**src/rtl/vga_sync_decoder.sv**
```systemverilog
// Rebuilds pixel_x/pixel_y, video_on, frame_start and lock from active-low hsync/vsync.
// Latency: outputs are registered, 1 clk after the sync sample.
// Backpressure: none; one sample is consumed every clock. Option VGA_DEC_ERRCNT_EN adds err_count.
module vga_sync_decoder #(
    parameter int H_ACTIVE    = 640,
    parameter int H_FP        = 16,
    parameter int H_SYNC      = 96,
    parameter int H_BP        = 48,
    parameter int V_ACTIVE    = 480,
    parameter int V_FP        = 10,
    parameter int V_SYNC      = 2,
    parameter int V_BP        = 33,
    parameter int LOCK_FRAMES = 2
) (
    input  logic       clk,
    input  logic       reset_n,
    input  logic       hsync_in,
    input  logic       vsync_in,
    output logic [9:0] pixel_x,
    output logic [9:0] pixel_y,
    output logic       video_on,
    output logic       frame_start,
    output logic       locked,
    output logic       sync_err
`ifdef VGA_DEC_ERRCNT_EN
    ,
    output logic [7:0] err_count
`endif
);

    localparam int H_TOTAL = H_ACTIVE + H_FP + H_SYNC + H_BP;
    localparam int V_TOTAL = V_ACTIVE + V_FP + V_SYNC + V_BP;

    localparam logic [9:0] H_LAST   = 10'(H_TOTAL - 1);
    localparam logic [9:0] V_LAST   = 10'(V_TOTAL - 1);
    localparam logic [9:0] HS_START = 10'(H_ACTIVE + H_FP);
    localparam logic [9:0] VS_START = 10'(V_ACTIVE + V_FP);
    localparam logic [9:0] VS_AFTER = 10'(V_ACTIVE + V_FP + 1);
    localparam logic [9:0] H_ACT    = 10'(H_ACTIVE);
    localparam logic [9:0] V_ACT    = 10'(V_ACTIVE);
    localparam logic [3:0] LOCK_N   = 4'(LOCK_FRAMES);

    typedef enum logic [1:0] {
        SEARCH = 2'd0,
        VERIFY = 2'd1,
        LOCKED = 2'd2
    } state_t;

    state_t     state, state_nxt;
    logic [3:0] good_cnt, good_cnt_nxt;
    logic       hs_q, vs_q;
    logic       vs_seen, vs_seen_nxt;
    logic       hs_edge, vs_edge;
    logic [9:0] h_p, v_p, x_nxt, y_nxt;
    logic       viol, lock_nxt;

    always_comb begin
        hs_edge = hs_q & ~hsync_in;
        vs_edge = vs_q & ~vsync_in;

        h_p = (pixel_x == H_LAST) ? 10'd0 : pixel_x + 10'd1;
        v_p = pixel_y;
        if (pixel_x == H_LAST) begin
            v_p = (pixel_y == V_LAST) ? 10'd0 : pixel_y + 10'd1;
        end

        x_nxt = hs_edge ? HS_START : h_p;
        y_nxt = vs_edge ? VS_START : v_p;

        // vs_seen remembers whether the vsync edge arrived once the row reached VS_START
        vs_seen_nxt = vs_seen;
        if (vs_edge) begin
            vs_seen_nxt = 1'b1;
        end else if (v_p == VS_START && pixel_y != VS_START) begin
            vs_seen_nxt = 1'b0;
        end

        viol = 1'b0;
        if (state != SEARCH) begin
            viol = (hs_edge && h_p != HS_START)
                || (!hs_edge && h_p == HS_START)
                || (vs_edge && v_p != VS_START)
                || (v_p == VS_AFTER && pixel_y == VS_START && !vs_seen);
        end

        state_nxt    = state;
        good_cnt_nxt = good_cnt;
        case (state)
            SEARCH: begin
                if (vs_edge) begin
                    state_nxt    = VERIFY;
                    good_cnt_nxt = 4'd0;
                end
            end
            VERIFY: begin
                if (viol) begin
                    state_nxt = SEARCH;
                end else if (vs_edge) begin
                    good_cnt_nxt = good_cnt + 4'd1;
                    if (good_cnt + 4'd1 == LOCK_N) begin
                        state_nxt = LOCKED;
                    end
                end
            end
            LOCKED: begin
                if (viol) begin
                    state_nxt = SEARCH;
                end
            end
            default: state_nxt = SEARCH;
        endcase

        lock_nxt = (state_nxt == LOCKED);
    end

    always_ff @(posedge clk or negedge reset_n) begin
        if (!reset_n) begin
            state       <= SEARCH;
            good_cnt    <= 4'd0;
            vs_seen     <= 1'b0;
            hs_q        <= 1'b1;
            vs_q        <= 1'b1;
            pixel_x     <= 10'd0;
            pixel_y     <= 10'd0;
            video_on    <= 1'b0;
            frame_start <= 1'b0;
            locked      <= 1'b0;
            sync_err    <= 1'b0;
        end else begin
            state       <= state_nxt;
            good_cnt    <= good_cnt_nxt;
            vs_seen     <= vs_seen_nxt;
            hs_q        <= hsync_in;
            vs_q        <= vsync_in;
            pixel_x     <= x_nxt;
            pixel_y     <= y_nxt;
            video_on    <= lock_nxt && (x_nxt < H_ACT) && (y_nxt < V_ACT);
            frame_start <= lock_nxt && (x_nxt == 10'd0) && (y_nxt == 10'd0);
            locked      <= lock_nxt;
            sync_err    <= viol;
        end
    end

`ifdef VGA_DEC_ERRCNT_EN
    always_ff @(posedge clk or negedge reset_n) begin
        if (!reset_n) begin
            err_count <= 8'd0;
        end else if (viol && err_count != 8'hFF) begin
            err_count <= err_count + 8'd1;
        end
    end
`endif

endmodule

```
**config.mk**
```make
export PLATFORM = sky130hd
export DESIGN_NAME = vga_sync_decoder
export DESIGN_NICKNAME = d
export VERILOG_FILES = /design/src/rtl/vga_sync_decoder.sv
export SDC_FILE = /design/constraint.sdc
export NUM_CORES = 1
export LEC_CHECK = 0
export CAP_MARGIN = 30
export CORE_MARGIN = 1
export CORE_UTILIZATION = 35
export CTS_BUF_LIST = sky130_fd_sc_hd__clkbuf_4
export DETAILED_ROUTE_END_ITERATION = 8
export PLACE_DENSITY_LB_ADDON = 0.12
export SYNTH_ARGS = -nofsm -noshare
export SYNTH_HDL_FRONTEND = slang
export SYNTH_SLANG_ARGS = --single-unit
```
**constraint.sdc**
```tcl
create_clock -name clk -period 3.55 [get_ports clk]
set_input_delay 0.71 -clock clk [delete_from_list [all_inputs] [get_ports clk]]
set_output_delay 0.71 -clock clk [all_outputs]
set_load 0.005 [all_outputs]
```
; Word-level counts from Yosys, hierarchy flattened
; Index checks and enable logic that the tools add are counted.
[word_totals]
word_cells = 76
n_memories = 0
rom_bits = 0
latch_bits = 0
ram_bits = 0
reg_bits = 33
in_bits = 4
[op_classes]
shifts = 0
mux = 18
n_eq_ne = 16
multipliers = 0
div_mod_pow = 0
reduce_logical = 22
bitwise = 4
addsub = 3
magnitude_cmp = 2
[op_table]
columns = operator, n
row1 = two-way mux 10 bit, 5
row2 = "== test 10 bit, second input constant", 3
row3 = "== test 10 x 9 -> 1 bit, second input constant", 3
row4 = "adder 10 x 1 -> 10 bit, second input constant", 2
row5 = zero test 10 bit, 2
row6 = "inequality test 10 x 9 -> 1 bit, second input constant", 2
row7 = two-way mux 4 bit, 3
row8 = logical AND 1 bit, 10
row9 = "< comparator 10 bit, second input constant", 1
row10 = "< comparator 10 x 9 -> 1 bit, second input constant", 1
row11 = two-way mux 2 bit, 5
row12 = "inequality test 10 bit, second input constant", 1
row13 = case mux 4 bit (2 select lines), 1
row14 = "inequality test 2 bit, second input constant", 3
row15 = case mux 2 bit (3 select lines), 1
row16 = nonzero test 2 bit, 3
row17 = "adder 4 x 1 -> 4 bit, second input constant", 1
row18 = "== test 2 bit, second input constant", 2
row19 = "== test 4 x 2 -> 1 bit, second input constant", 1
row20 = AND reduction 4 bit, 1
row21 = logical OR 1 bit, 3
row22 = two-way mux 1 bit, 3
row23 = bitwise AND 1 bit, 2
row24 = "== test 2 x 1 -> 1 bit, second input constant", 1
row25 = 3 further kinds, 5

; Longest topological paths before layout
; Gate-level depths: netlist of the first run.
[depth]
ltp_word = 13
ltp_mapped = 11
ltp_nobuf = 10

; Least setup slack after synthesis of the first run
; OpenSTA, ideal clock, no wires.
[synth_timing]
kind = register -> register
startpoint = reg pixel_x[0]
endpoint = reg good_cnt[3]
path_slack_ns = 0.823
arrival_ns = 2.601
stages_incl_launch_ff = 11
setup_ns = 0.126
path_cell_list = dfrtp_1 ha_1 and4_1 buf_6 and3_4 or4_4 o21ai_2 nand2_2 nor4_2 nor2_1 a221o_1
[synth_between]
elab_chain_len = 10
[synth_lines]
columns = item, line
row1 = start: declaration, 19  ; output logic [9:0] pixel_x,
row2 = start signal: assignment, 135  ; pixel_x <= x_nxt;
row3 = adder 10 x 1 -> 10 bit / == test 10 bit (equally long branches), "61, 63"
row4 = two-way mux 10 bit, 61  ; h_p = (pixel_x == H_LAST) ? 10'd0 : pixel_x + 10'd1;
row5 = inequality test 10 bit / == test 10 bit (equally long branches), "80, 81"
row6 = logical AND 1 bit (on tied branches), "80, 81"
row7 = logical OR 1 bit, 81  ; || (!hs_edge && h_p == HS_START)
row8 = logical OR 1 bit, 82  ; || (vs_edge && v_p != VS_START)
row9 = logical OR 1 bit *, 83  ; || (v_p == VS_AFTER && pixel_y == VS_START && !vs_seen);
row10 = two-way mux 1 bit *, 79  ; if (state != SEARCH) begin
row11 = inequality test 2 bit (no source line) *, --
row12 = AND reduction 4 bit (no source line) *, --
row13 = end signal: assignment, 131  ; good_cnt <= good_cnt_nxt;
row14 = end: declaration, 50  ; logic [3:0] good_cnt, good_cnt_nxt;
; Mark *: on every way between the ends. The rest lies on a longest branch, timed or not.
; A chain may end at the register's enable or synchronous reset.

; Final worst setup path of the first run
; Ends and elaborated chain as after synthesis.

==> out/metrics.csv, run 1 <==
stage,metric,value,unit
logic_synthesis,post-synth top area cell,dfrtp_1,
logic_synthesis,Mapped Cells,249,
floorplan,DIE HEIGHT,81.0,um
detailed_routing,Post-DRT Antenna Nets,0,
clocking,CTS tree,done,
floorplan,Initial Util,0.367,
layout,Fillers,618,
layout,register area,828,sq um
pwr,register share of total power,0.500,
logic_synthesis,multiplexer share of the synthesized area,0.00687,
grt,largest net degree at the start of global routing,34,
grt,first-pass GRT wire length,8.60,mm
logic_synthesis,"Cell Area, Synth",0.00218,sq mm
sta,Final Critical Period,2.99,ns
logic_synthesis,"top cells by area, synth","dfrtp_1 (36%), nand2_1 (6.7%), ha_1 (3.4%), nor2_1 (3.3%), xor2_1 (3.2%)",
critical_path,"Arr. time, crit path",3.22,ns
logic_synthesis,most common cell in the netlist,nand2_1,
logic_synthesis,Commonest cells post-synth,"nand2_1 (39), dfrtp_1 (31), nor2_1 (19)",
logic_synthesis,Simple-Gate Fraction of Synth Area,0.342,
grt,vias in the first global route,1741,
grt,initial antenna violation count,0,
pwr,cell area power density,382,mW/mm^2
logic_synthesis,Adder-Cell Fraction of Synth Area,0.0344,
floorplan,# rows,28,
clocking,postcts setup bufs,0,
layout,area of the multi-input gates,0.00125,sq mm
placed_design,post-DP HPWL,3.68,mm
detailed_routing,DR vias,1861,
sta,Slew @ Worst Pin,0.700,ns
sta,max-slew violations,0,
placed_design,# port buffers,27,
layout,cell area after layout,0.00254,sq mm
detailed_routing,Iter 0 DRT Violations,63,
sta,Final Setup Violations,0,
clocking,root buf cell,clkbuf_4,
logic_synthesis,Synth Register Bits,33,
pwr,internal power,0.000642,W
worst_hold_path,worst hold path class,register to register,
detailed_routing,Post-route DRC,0,
sta,final period utilization,0.842,
detailed_routing,Routed wire per std cell,14.4,um
clocking,CTS buffer count,5,
pwr,worst ir drop on vdd,0.000161,V
clocking,clk sinks,33,
critical_path,critical path endpoint category,register,
floorplan,area of the die,0.00656,sq mm
floorplan,# IOs,28,
placed_design,Placed Area,0.00249,sq mm
grt,gr usage total,0.173,
logic_synthesis,Synth warnings,0,
logic_synthesis,"Avg Cell Area, Syn",8.77,sq um
logic_synthesis,post-synthesis xor/xnor area fraction,0.0561,
pwr,combinational share of power,0.277,
clocking,Worst-Skew Late Latency,0.34,ns
layout,Layout area overhead,16.4,%
critical_path,Reg2Reg Depth,9,
clocking,register clock-pin slew on the reported worst setup and hold paths,0.10,ns
critical_path,Setup CP Type,register to register,
sta,Fin. Hold Viols,0,
layout,Final nets,282,
critical_path,Worst Path Max Fanout,8,
clocking,H-tree levels,2,
worst_hold_path,Min-Delay Path Depth,2,
logic_synthesis,asr flop ratio synth,1.00,
layout,ANT cells,0,
critical_path,worst path required time,3.78,ns
logic_synthesis,post-synthesis compound-gate area fraction,0.135,
detailed_routing,Via density,5.35,
detailed_routing,DRT Pass-1 Iters,4,
placed_design,Placer Congestion,0.845,
sta,Final TNS setup,0,ns
clocking,cts hold-fix bufs,0,
clocking,Resize count post-CTS,0,
logic_synthesis,largest family of logic cells by synthesized area,simple AND/OR/NAND/NOR gates,
layout,share of layout cells above drive strength 1,0.0989,
pwr,clock network fraction of total power,0.223,
floorplan,Core Box Area,0.00596,sq mm
pwr,Leakage,1.00,nW
logic_synthesis,sequential share of the synthesized area,0.379,
sta,Peak Freq,0.334,GHz
sta,RSZ-0062 raised after global routing,false,
sta,Worst slew margin,0.529,
critical_path,crit start category,register,
grt,grt ovf,0,
clocking,Max clock buf depth,2,
pwr,switch share,0.340,
sta,clk_skew,0.00801,ns
run_status,status,finished clean,
pwr,Psw,0.000330,W
logic_synthesis,top cell type's share of synthesized area,0.355,
run,MaxCap Viol Count,0,
logic_synthesis,"Top FF cell, synth",dfrtp_1,
floorplan,Die Span X,81.0,um
detailed_routing,WL final,5.01,mm
logic_synthesis,Syn Nets,259,
logic_synthesis,number of synthesized flops with an enable pin,0,
logic_synthesis,library cells used by synthesis,53,
==> logic make-up after synthesis <==
family          Yosys count
simple gates            132
compound gates           44
flops                    33
buf+inv                  19
xor+xnor                 14
fa+ha+maj                 6
mux                       1
==> registers in the layout, indices dropped and copies added, names as in the netlist, 2 cells and up <==
name,flops
state,2
pixel_x,10
good_cnt,4
pixel_y,10
==> layout by cell type (no fill, tap or decap), types with 7 or more instances in the layout <==
cell / n
nor3_1: 8
o21ai_0: 12
nand2_1: 39
and3_1: 7
clkdlybuf4s50_1: 27
dfrtp_1: 31
xor2_1: 8
nor2_1: 19
a21oi_1: 11
nand3_1: 12
==> final cells by class <==
type,instances,area share
flip-flops and latches,33,0.326
multi-input cells,197,0.493
well taps,75,0.0369
repair buffers,30,0.115
clock buffers,6,0.0177
inverters,5,0.00738
clock inverters,2,0.00394
==> power by group through the flow <==
| stage | clock network (W) | logic [W] | registers, W |
|---|---|---|---|
| after global placement | 0 | 0.000271 | 0.000494 |
| after floorplan | 0 | 0.000198 | 0.000472 |
| after global routing | 0.000245 | 0.000300 | 0.000496 |
| after CTS | 0.000227 | 0.000273 | 0.000486 |
| final | 0.000217 | 0.000269 | 0.000486 |
| after detailed placement | 0 | 0.000272 | 0.000493 |
==> metrics by stage <==
stage | setup WS, ns | utilization | total power, W | cells | hold slack (ns)
2_1_floorplan | 0.823 | - | 0.000670 | 249 | 0.414
3_3_place_gp | 0.610 | 0.418 | 0.000765 | 340 | 0.472
3_5_place_dp | 0.578 | 0.418 | 0.000765 | 340 | 0.479
4_1_cts | 0.565 | 0.427 | 0.000986 | 348 | 0.510
5_1_grt | 0.256 | 0.427 | 0.00104 | 348 | 0.562
6_report | 0.560 | 0.427 | 0.000972 | 348 | 0.503
==> layer usage <==
metal / up-vias / GRT usage / part of all wire
met5: - / 0 / 0
met4: 0 / 0.0679 / 0.017
met3: 8 / 0.0416 / 0.037
met2: 43 / 0.258 / 0.44
met1: 875 / 0.241 / 0.51
li1: 935 / - / -
==> critical path, stage by stage (launching register included) <==
cell,delay [ns]
dfrtp_1,0.48
ha_1,0.24
and4_1,0.33
nand3_1,0.23
buf_4,0.24
or4_1,0.53
a211o_1,0.34
nand3_1,0.10
nor4_2,0.09
a221o_1,0.30
==> worst paths after layout <==
kind	slack, ns	from	endpoint
min in group asynchronous	0.76	reset_n	pixel_x[4]
worst min-delay path	0.50	vs_seen	vs_seen
worst min register to register	0.50	vs_seen	vs_seen
max in group asynchronous	2.44	reset_n	vs_q
worst max-delay path	0.56	pixel_x[0]	good_cnt[3]
worst max register to register	0.56	pixel_x[0]	good_cnt[3]
No activity file was read; power rests on OpenSTA's default activity.
==> run 2: changes to the inputs <==
==> constraint.sdc (replaced) <==
create_clock -name clk -period 2.5 [get_ports clk]
set_input_delay 0.5 -clock clk [delete_from_list [all_inputs] [get_ports clk]]
set_output_delay 0.5 -clock clk [all_outputs]
set_load 0.005 [all_outputs]
==> run 2 against run 1 <==
Effect of this change:
- the flow now finishes with violations (setup timing)
- combinational power is 110% higher
- non-clock buffer count is 47 higher
- clock power is 37% higher
- power is 59% higher
- cell count is 14% higher
- via count is 10% higher
- critical endpoint is now frame_start
- clock-buffer cell count is 1 lower
- first-iteration DRC count is 9.5% lower
- highest routed layer unchanged
- sequential power is 42% higher
==> out/metrics.csv, run 2 (synthesis gave the netlist of run 1 again) <==
stage,metric,value,unit,change
run_status,status,finished with violations,,
run_status,violated checks,setup timing,,
sta,Final Setup Violations,8,,+8
layout,most frequent cells in the layout,"buf_4 (43), nand2_1 (39), dfrtp_1 (27), clkdlybuf4s50_1 (27), nor2_1 (18)",,
floorplan,Initial Util,0.367,,unchanged
critical_path,"Arr. time, crit path",2.83,ns,-0.39 ns
placed_design,# port buffers,27,,unchanged
critical_path,reg-to-reg startpoint,pixel_x[5],,
pwr,register share of total power,0.445,,-0.055
layout,area of the multi-input gates,0.00143,sq mm,+14%
clocking,cts hold-fix bufs,0,,unchanged
sta,Fin. Hold Viols,0,,unchanged
sta,RSZ-0062 raised after global routing,true,,
clocking,Worst-Skew Late Latency,0.34,ns,about the same
detailed_routing,Iter 0 DRT Violations,57,,-9.5%
layout,final core utilization,0.521,,+0.0937
critical_path,Reg2Reg Depth,10,,+1
layout,"commonest non-fill, non-tap cell in the layout",buf_4,,
clocking,CTS tree,done,,
layout,cell area after layout,0.00310,sq mm,+22%
clocking,root buf cell,clkbuf_4,,
sta,Slew @ Worst Pin,0.425,ns,-0.275 ns
layout,Layout area overhead,42.0,%,
sta,slack of the critical path,-0.0970,ns,-0.657 ns
layout,Top Registers,"pixel_x x10, pixel_y x10, good_cnt x4",,
placed_design,Placed Area,0.00278,sq mm,+12%
critical_path,Setup CP Type,register to register,,
critical_path,critical path endpoint category,register,,
layout,ANT cells,0,,unchanged
critical_path,"most used cell, CP",buf_6,,
critical_path,critical path's largest stage delay,0.54,ns,about the same
detailed_routing,WL final,5.67,mm,+13%
pwr,cell area power density,499,mW/mm^2,+31%
grt,vias in the first global route,1943,,+12%
sta,max-slew violations,0,,unchanged
critical_path,Crit Reg-Reg Endpoint,frame_start,,
detailed_routing,Post-DRT Antenna Nets,0,,unchanged
layout,Final nets,329,,+17%
clocking,clk sinks,33,,unchanged
detailed_routing,Post-route DRC,0,,unchanged
run,MaxCap Viol Count,0,,unchanged
layout,register area,833,sq um,+0.60%
floorplan,Die Span X,81.0,um,unchanged
floorplan,area of the die,0.00656,sq mm,unchanged
pwr,internal power,0.00102,W,+58%
floorplan,DIE HEIGHT,81.0,um,unchanged
sta,clk_skew,0.00909,ns,+0.00108 ns
critical_path,Worst Path Max Fanout,4,,-4
clocking,register clock-pin slew on the reported worst setup and hold paths,0.11,ns,about the same
clocking,H-tree levels,2,,unchanged
critical_path,Worst R2R Setup Slack,-0.1,ns,-0.66 ns
sta,Peak Freq,0.385,GHz,+15%
floorplan,# IOs,28,,unchanged
placed_design,post-DP HPWL,4.15,mm,+13%
clocking,Max clock buf depth,2,,unchanged
detailed_routing,Routed wire per std cell,14.4,um,-0.27%
detailed_routing,Via density,5.20,,-2.8%
pwr,Leakage,1.27,nW,+27%
worst_hold_path,worst hold path class,register to register,,
grt,largest net degree at the start of global routing,34,,unchanged
critical_path,worst path required time,2.74,ns,-1.04 ns
grt,grt ovf,0,,unchanged
layout,share of layout cells above drive strength 1,0.303,,+0.204
grt,first-pass GRT wire length,9.53,mm,+11%
sta,hold slack,0.509,ns,+0.00612 ns
critical_path,crit start category,register,,
detailed_routing,DR vias,2054,,+10%
pwr,worst ir drop on vdd,0.000288,V,+79%
critical_path,crit path to,frame_start,,
detailed_routing,DRT Pass-1 Iters,4,,unchanged
grt,initial antenna violation count,0,,unchanged
sta,final period utilization,1.04,,+0.196
placed_design,Place WS,-0.0887,ns,-0.666 ns
floorplan,Core Box Area,0.00596,sq mm,unchanged
pwr,clock network fraction of total power,0.192,,-0.031
grt,gr usage total,0.193,,+0.0198
pwr,Psw,0.000532,W,+61%
critical_path,"Slowest-stage cell, CP",or4_4,,
layout,Fillers,568,,-8.1%
pwr,switch share,0.344,,+0.00425
sta,Worst slew margin,0.716,,+0.187
clocking,CTS buffer count,5,,unchanged
pwr,combinational share of power,0.363,,+0.086
sta,Final Critical Period,2.60,ns,-0.393 ns
critical_path,CP startpoint,pixel_x[5],,
critical_path,"critical path, cell by cell",nor4b_4 -> buf_4 -> nand3_4 -> or4_4 -> a211o_1 -> buf_6 -> nor2b_4 -> a2111o_1 -> buf_6 -> nor3_4,,
sta,Final TNS setup,-0.473,ns,-0.473 ns
placed_design,Placer Congestion,0.919,,+8.8%
floorplan,# rows,28,,unchanged
## run 2: routing by layer
layer  vias up  part of all wire  GRT usage
met3         8             0.043     0.0483
met1       972              0.48      0.262
met2        51              0.47      0.303
li1       1023                 -          -
met5         -                 0          0
met4         0             0.013     0.0589
## run 2: worst min path at each step
| stage | slack (ns) | cells after the start | start | to |
|---|---|---|---|---|
| after global placement | 0.47 | 2 | vs_seen | vs_seen |
| final | 0.51 | 2 | vs_seen | vs_seen |
| after global routing | 0.57 | 2 | vs_seen | vs_seen |
| after floorplan | 0.20 | 0 | reset_n | frame_start |
| after CTS | 0.51 | 2 | vs_seen | vs_seen |
| after detailed placement | 0.48 | 2 | vs_seen | vs_seen |
## run 2: what timing repair did
item	4_1_cts	5_1_grt
pin swaps	9	11
setup endpoints to repair	4	10
resized for setup	20	15
setup buffers	10	5
## run 2: final cells by class
cell class	count	share of cell area
inverter	5	0.00605
timing repair buffer	77	0.217
clock inverter	3	0.00565
tap	75	0.0303
clock buffer	5	0.0121
sequential	33	0.269
multi-input combinational	197	0.461
## run 2: worst max-delay path, delay by kind of cell, from the launching register on
kind	cells	cell delay [ns]
AND/OR/NAND/NOR	5	1.10
buffers and inverters	3	0.43
AO/OA/AOI/OAI	2	0.52
flip-flops	1	0.44
## run 2: through the flow
stage | std cells | power [W]
2_1_floorplan | 249 | 0.000993
3_3_place_gp | 372 | 0.00119
3_5_place_dp | 372 | 0.00120
4_1_cts | 390 | 0.00155
5_1_grt | 395 | 0.00166
6_report | 395 | 0.00155
## run 2: power by group through the flow
stage	Sequential [W]	Clock, W	Combinational, W
6_report	0.000689	0.000297	0.000563
5_1_grt	0.000703	0.000338	0.000624
4_1_cts	0.000689	0.000316	0.000543
3_5_place_dp	0.000691	0	0.000507
3_3_place_gp	0.000688	0	0.000500
2_1_floorplan	0.000675	0	0.000318
==> run 3: changes to the inputs <==
--- a/config.mk
+++ b/config.mk
@@ -7,7 +7,7 @@
 export LEC_CHECK = 0
 export CAP_MARGIN = 30
 export CORE_MARGIN = 1
-export CORE_UTILIZATION = 35
+export CORE_UTILIZATION = 52
 export CTS_BUF_LIST = sky130_fd_sc_hd__clkbuf_4
 export DETAILED_ROUTE_END_ITERATION = 8
 export PLACE_DENSITY_LB_ADDON = 0.12
==> constraint.sdc (replaced) <==
create_clock -name clk -period 2.5 [get_ports clk]
set_input_delay 0.75 -clock clk [delete_from_list [all_inputs] [get_ports clk]]
set_output_delay 0.75 -clock clk [all_outputs]
set_load 0.005 [all_outputs]
==> run 3 against run 2 <==
Effect of this change:
- the flow now finishes without violations
- critical path type unchanged
- first-iteration DRC count grew to 2.8 times the previous value
- design area shrank 4.3%
- global-route usage grew 7.5 points
==> out/metrics.csv, run 3 (synthesis gave the netlist of run 1 again) <==
stage,metric,value,unit,change
run,MaxCap Viol Count,0,,unchanged
sta,Final Setup Violations,0,,-8
layout,Final nets,322,,-2.1%
layout,Top Registers,"pixel_x x10, pixel_y x10, good_cnt x4",,
critical_path,"Arr. time, crit path",2.72,ns,-0.11 ns
clocking,Worst-Skew Late Latency,0.35,ns,about the same
sta,Peak Freq,0.401,GHz,+4.3%
grt,largest net degree at the start of global routing,34,,unchanged
pwr,Leakage,1.23,nW,-3.2%
floorplan,# IOs,28,,unchanged
grt,first-pass GRT wire length,8.85,mm,-7.2%
critical_path,Worst R2R Setup Slack,0.009,ns,+0.11 ns
placed_design,post-DP HPWL,3.91,mm,-5.8%
floorplan,Initial Util,0.542,,+0.175
sta,final period utilization,0.996,,-0.0425
clocking,Max clock buf depth,2,,unchanged
layout,Non-Filler Instances,363,,-8.1%
critical_path,Crit Reg-Reg Endpoint,good_cnt[0],,
grt,initial antenna violation count,0,,unchanged
detailed_routing,DR vias,2062,,+0.39%
layout,Layout area overhead,35.9,%,
sta,Slew @ Worst Pin,0.463,ns,+0.0375 ns
critical_path,worst path required time,2.73,ns,about the same
detailed_routing,Via density,5.68,,+9.2%
critical_path,Worst Path Max Fanout,4,,unchanged
layout,final core utilization,0.737,,+0.216
detailed_routing,Post-DRT Antenna Nets,0,,unchanged
clocking,H-tree levels,2,,unchanged
critical_path,critical path endpoint category,register,,
clocking,CTS tree,done,,
pwr,Tot Pwr,0.00162,W,+4.6%
layout,"commonest non-fill, non-tap cell in the layout",buf_4,,
clocking,register clock-pin slew on the reported worst setup and hold paths,0.11,ns,about the same
placed_design,# port buffers,27,,unchanged
detailed_routing,WL final,5.37,mm,-5.2%
critical_path,"critical path, cell by cell",nor4b_4 -> buf_4 -> nand3_2 -> or4_1 -> a211o_1 -> nand3_2 -> nor4_4 -> buf_4 -> nand4b_1 -> o211ai_1,,
clocking,CTS buffer count,5,,unchanged
pwr,cell area power density,546,mW/mm^2,+9.3%
critical_path,critical path's largest stage delay,0.51,ns,-0.03 ns
layout,most frequent cells in the layout,"buf_4 (42), nand2_1 (38), dfrtp_1 (29)",,
clocking,clk sinks,33,,unchanged
floorplan,area of the die,0.00446,sq mm,-32%
grt,gr usage total,0.268,,+0.0751
sta,Fin. Hold Viols,0,,unchanged
critical_path,Reg2Reg Depth,10,,unchanged
detailed_routing,Iter 0 DRT Violations,157,,+180%
sta,RSZ-0062 raised after global routing,true,,
critical_path,"Slowest-stage cell, CP",or4_1,,
worst_hold_path,Hold Path End,vs_seen,,
critical_path,reg-to-reg startpoint,pixel_x[5],,
worst_hold_path,Min-Delay Path Depth,2,,unchanged
floorplan,# rows,23,,-18%
placed_design,Placed Cells,350,,-5.9%
layout,ANT cells,0,,unchanged
sta,Final Critical Period,2.49,ns,-0.106 ns
worst_hold_path,worst hold path class,register to register,,
run_status,status,finished clean,,
sta,clk_skew,0.0161,ns,+0.00698 ns
detailed_routing,DRT Pass-1 Iters,4,,unchanged
clocking,root buf cell,clkbuf_4,,
layout,share of layout cells above drive strength 1,0.268,,-0.0348
critical_path,Setup CP Type,register to register,,
floorplan,Die Span X,66.8,um,-18%
pwr,worst ir drop on vdd,0.000254,V,-12%
sta,Worst slew margin,0.689,,-0.0269
floorplan,Core Box Area,0.00403,sq mm,-32%
grt,grt ovf,0,,unchanged
critical_path,crit start category,register,,
detailed_routing,Post-route DRC,0,,unchanged
sta,max-slew violations,0,,unchanged
grt,vias in the first global route,1944,,+0.051%
placed_design,Placer Congestion,0.939,,+2.1%
worst_hold_path,hold path start,vs_seen,,
detailed_routing,Routed wire per std cell,14.8,um,+3.2%
floorplan,DIE HEIGHT,66.8,um,-18%
## run 3: where the power goes
part           internal, W  switching, W
Sequential        0.000596     0.0000809
Combinational     0.000285      0.000254
Clock             0.000219      0.000186
Total              0.00110      0.000520
## run 3: timing repair
item,4_1_cts,5_1_grt
gates resized for setup,11,8
hold buffers,0,0
hold endpoints to repair,0,0
setup buffers,4,1
pin swaps,2,9
endpoints found under the setup margin,4,9
## run 3: area by class of cell
type                    instances  area [sq um]
clock buffers                   6          45.0
well taps                      50          62.6
fillers                       311          1060
inverters                       5          18.8
repair buffers                 70           597
multi-input cells             197          1380
clock inverters                 2          33.8
flip-flops and latches         33           831
## run 3: how the worst max path moves through the flow
stage / startpoint / endpoint / slack [ns]
2_1_floorplan: pixel_x[0] / good_cnt[3] / -0.04
3_3_place_gp: hsync_in / video_on / -0.07
3_5_place_dp: hsync_in / frame_start / -0.11
4_1_cts: pixel_x[7] / good_cnt[3] / -0.006
5_1_grt: pixel_x[5] / state[0] / -0.11
6_report: pixel_x[5] / good_cnt[0] / 0.009
## run 3: through the flow
step	worst slack, ns	TNS (ns)	area [sq um]	hold WS (ns)
after global placement	-0.0672	-0.155	2770	0.483
after global routing	-0.106	-0.781	2970	0.577
after detailed placement	-0.106	-0.297	2770	0.478
final	0.00927	0	2970	0.510
after floorplan	-0.0359	-0.0370	2230	0.446
after CTS	-0.00619	-0.00868	2910	0.506
## run 3: critical path, delay by kind of cell, from the launching register on
family          cells  cell delay (ns)
compound gates      2             0.42
buf+inv             2             0.31
simple gates        6             1.23
flops               1             0.42
## run 3: layer usage
layer  global-route usage  vias to the layer above  share of wire
met3               0.0360                       13          0.040
met1                0.344                      988           0.45
li1                     -                     1019              -
met5                    0                        -              0
met4                0.157                        0          0.029
met2                0.428                       42           0.48
==> edit, RTL diff (config.mk and constraints of run 2) <==
`pixel_y` no longer has a reset.
--- a/src/rtl/vga_sync_decoder.sv
+++ b/src/rtl/vga_sync_decoder.sv
@@ -123,3 +123,2 @@
             pixel_x     <= 10'd0;
-            pixel_y     <= 10'd0;
             video_on    <= 1'b0;
@@ -135,3 +134,2 @@
             pixel_x     <= x_nxt;
-            pixel_y     <= y_nxt;
             video_on    <= lock_nxt && (x_nxt < H_ACT) && (y_nxt < V_ACT);
@@ -141,2 +139,6 @@
         end
+    end
+
+    always_ff @(posedge clk) begin
+        pixel_y <= y_nxt;
     end
Function: changed (a bounded check fails within 4 cycles, from zero or initial values and one cycle with reset_n low).
==> edit against run 2 <==
- wire length shrank 2.3%
- sequential share of layout area shrank 0.58 points
- synthesized area shrank 2.3%
- sequential power is essentially flat
- worst setup slack gained 120 ps
- power grew 0.11%
- cell area shrank 4.1%
- count of clock-buffer cells in the layout is the same
- sequential cell count is the same
- clock skew grew 4.2 ps
- critical path type unchanged
- largest power group unchanged
==> edit: results (changes against run 2) <==
GRT
The overall routing resource usage came to 0.189 (-0.00417). The global-route met1 utilization is 0.263 (+0.00140). The via count of the first global-routing pass came to 1969 (+1.3%). The number of antenna violations at the first check in global routing is 0 (unchanged). The pin count of the biggest net entering global routing was 24 (-29%).

The global-route wire length before repair is 9360 um (-1.7%). The met3 usage is 0.0398 (-0.00854). The met2 routing resource usage after global routing is 0.294 (-0.00850).

Logic synthesis
Sorting the synthesized cells by how often they occur yields sky130_fd_sc_hd__nand2_1, sky130_fd_sc_hd__dfrtp_1, sky130_fd_sc_hd__nor2_1. The share of the yosys chip area belonging to registers came to 0.365 (-0.0146). The number of distinct standard cells referenced by the synthesized netlist is 54 (+1.9%). The fraction of registers with async set or reset after synthesis came to 0.697 (-0.303). By area the synthesized netlist is led by sky130_fd_sc_hd__dfrtp_1, sky130_fd_sc_hd__dfxtp_1, sky130_fd_sc_hd__nand2_1, sky130_fd_sc_hd__ha_1, sky130_fd_sc_hd__nor2_1.

Place
The placer's final routability congestion estimate is 0.859 (-6.6%). The estimated wirelength of the detail-placed design was 4110 um (-1.1%). The placed cell count came to 377 (+1.3%). The instance area after placement came to 0.00276 mm2 (-0.45%).

Power and ir drop
The leakage power total is 0.00122 uW (-3.9%). The total power draw came to 1550 uW (+0.11%). The worst IR drop on VDD came to 0.000261 V (-9.5%).

The clock-net power is 287 uW (-3%). The net switching power was 530 uW (-0.40%). The power of the combinational group is 576 uW (+2%).

Min path
The path class of the tightest hold or removal check is input port to asynchronous set/reset pin.

Clocking
The number of H-tree branching levels is 2 (unchanged).

Setup path
The largest driver fanout on the critical path is 9 (+5). The endpoint arrival time on the critical path is 2710 ps (-120 ps). The stage delay of the slowest cell on the critical path was 510 ps (-30 ps). The register-to-register path setup slack is 20 ps (+120 ps).

The cell with the biggest individual delay on the critical path is sky130_fd_sc_hd__or4_1. The endpoint of the worst setup timing path is good_cnt[3].

Routing
The routed wire length is 5540 um (-2.3%). The DRC marker count from the first detailed-route iteration is 135 (+140%). The via-per-instance ratio is 5.15 (-1.0%). The number of search-and-repair iterations in the first detailed-routing pass is 5 (+1). The detailed-route wire length per cell was 14.2 um (-1.3%).

STA
The worst clock skew on the final layout was 13.3 ps (+4.19 ps). The relative slew slack is 0.658 (-0.0584). The worst hold slack came to 506 ps (-2.41 ps).

Layout
The number of nets in the finished design was 325 (-1.2%). The share of cells above drive strength 1 was 0.272 (-0.0310).

Outcome
The run finished with clean final reports.
[edit: changes by cell type after synthesis]
| cell | run 2 | this run |
|---|---|---|
| sky130_fd_sc_hd__dfrtp_1 | 31 | 21 |
| sky130_fd_sc_hd__dfxtp_1 | 0 | 10 |
[edit: kinds of logic after synthesis]
group | count (synthesis) | share of synthesized area
AOI/OAI and AO/OA | 44 | 0.138
xor gates and xnor gates | 14 | 0.0574
adders and majority gates | 6 | 0.0352
buffers and inverters | 19 | 0.0475
DFF | 33 | 0.365
muxes | 1 | 0.00703
and+or+nand+nor | 132 | 0.351
[edit: final cells by class]
| type | count | area (um2) |
|---|---|---|
| clock buffers | 5 | 37.5 |
| inverters | 5 | 18.8 |
| flip-flops and latches | 33 | 782 |
| multi-input cells | 197 | 1400 |
| clock inverters | 3 | 12.5 |
| fillers | 569 | 2910 |
| well taps | 75 | 93.8 |
| repair buffers | 73 | 634 |
[edit: stage by stage]
step | TNS (ps) | worst slack [ps]
6_report | 0 | 18.9
5_1_grt | -502 | -117
3_3_place_gp | -153 | -52.5
2_1_floorplan | -37.0 | -35.9
4_1_cts | -76.7 | -43.4
3_5_place_dp | -233 | -112
[edit: routing by layer]
| metal | up-vias | routed length (um) |
|---|---|---|
| met3 | 4 | 220 |
| met2 | 47 | 2590 |
| li1 | 1022 | - |
| met5 | - | 0 |
| met1 | 939 | 2690 |
| met4 | 0 | 41 |
[edit: timing repair]
| item | CTS | global route |
|---|---|---|
| endpoints found under the setup margin | 3 | 10 |
| pin swaps | 1 | 9 |
| hold buffers | 0 | 0 |
| resized for setup | 4 | 19 |
| setup buffers | 0 | 6 |
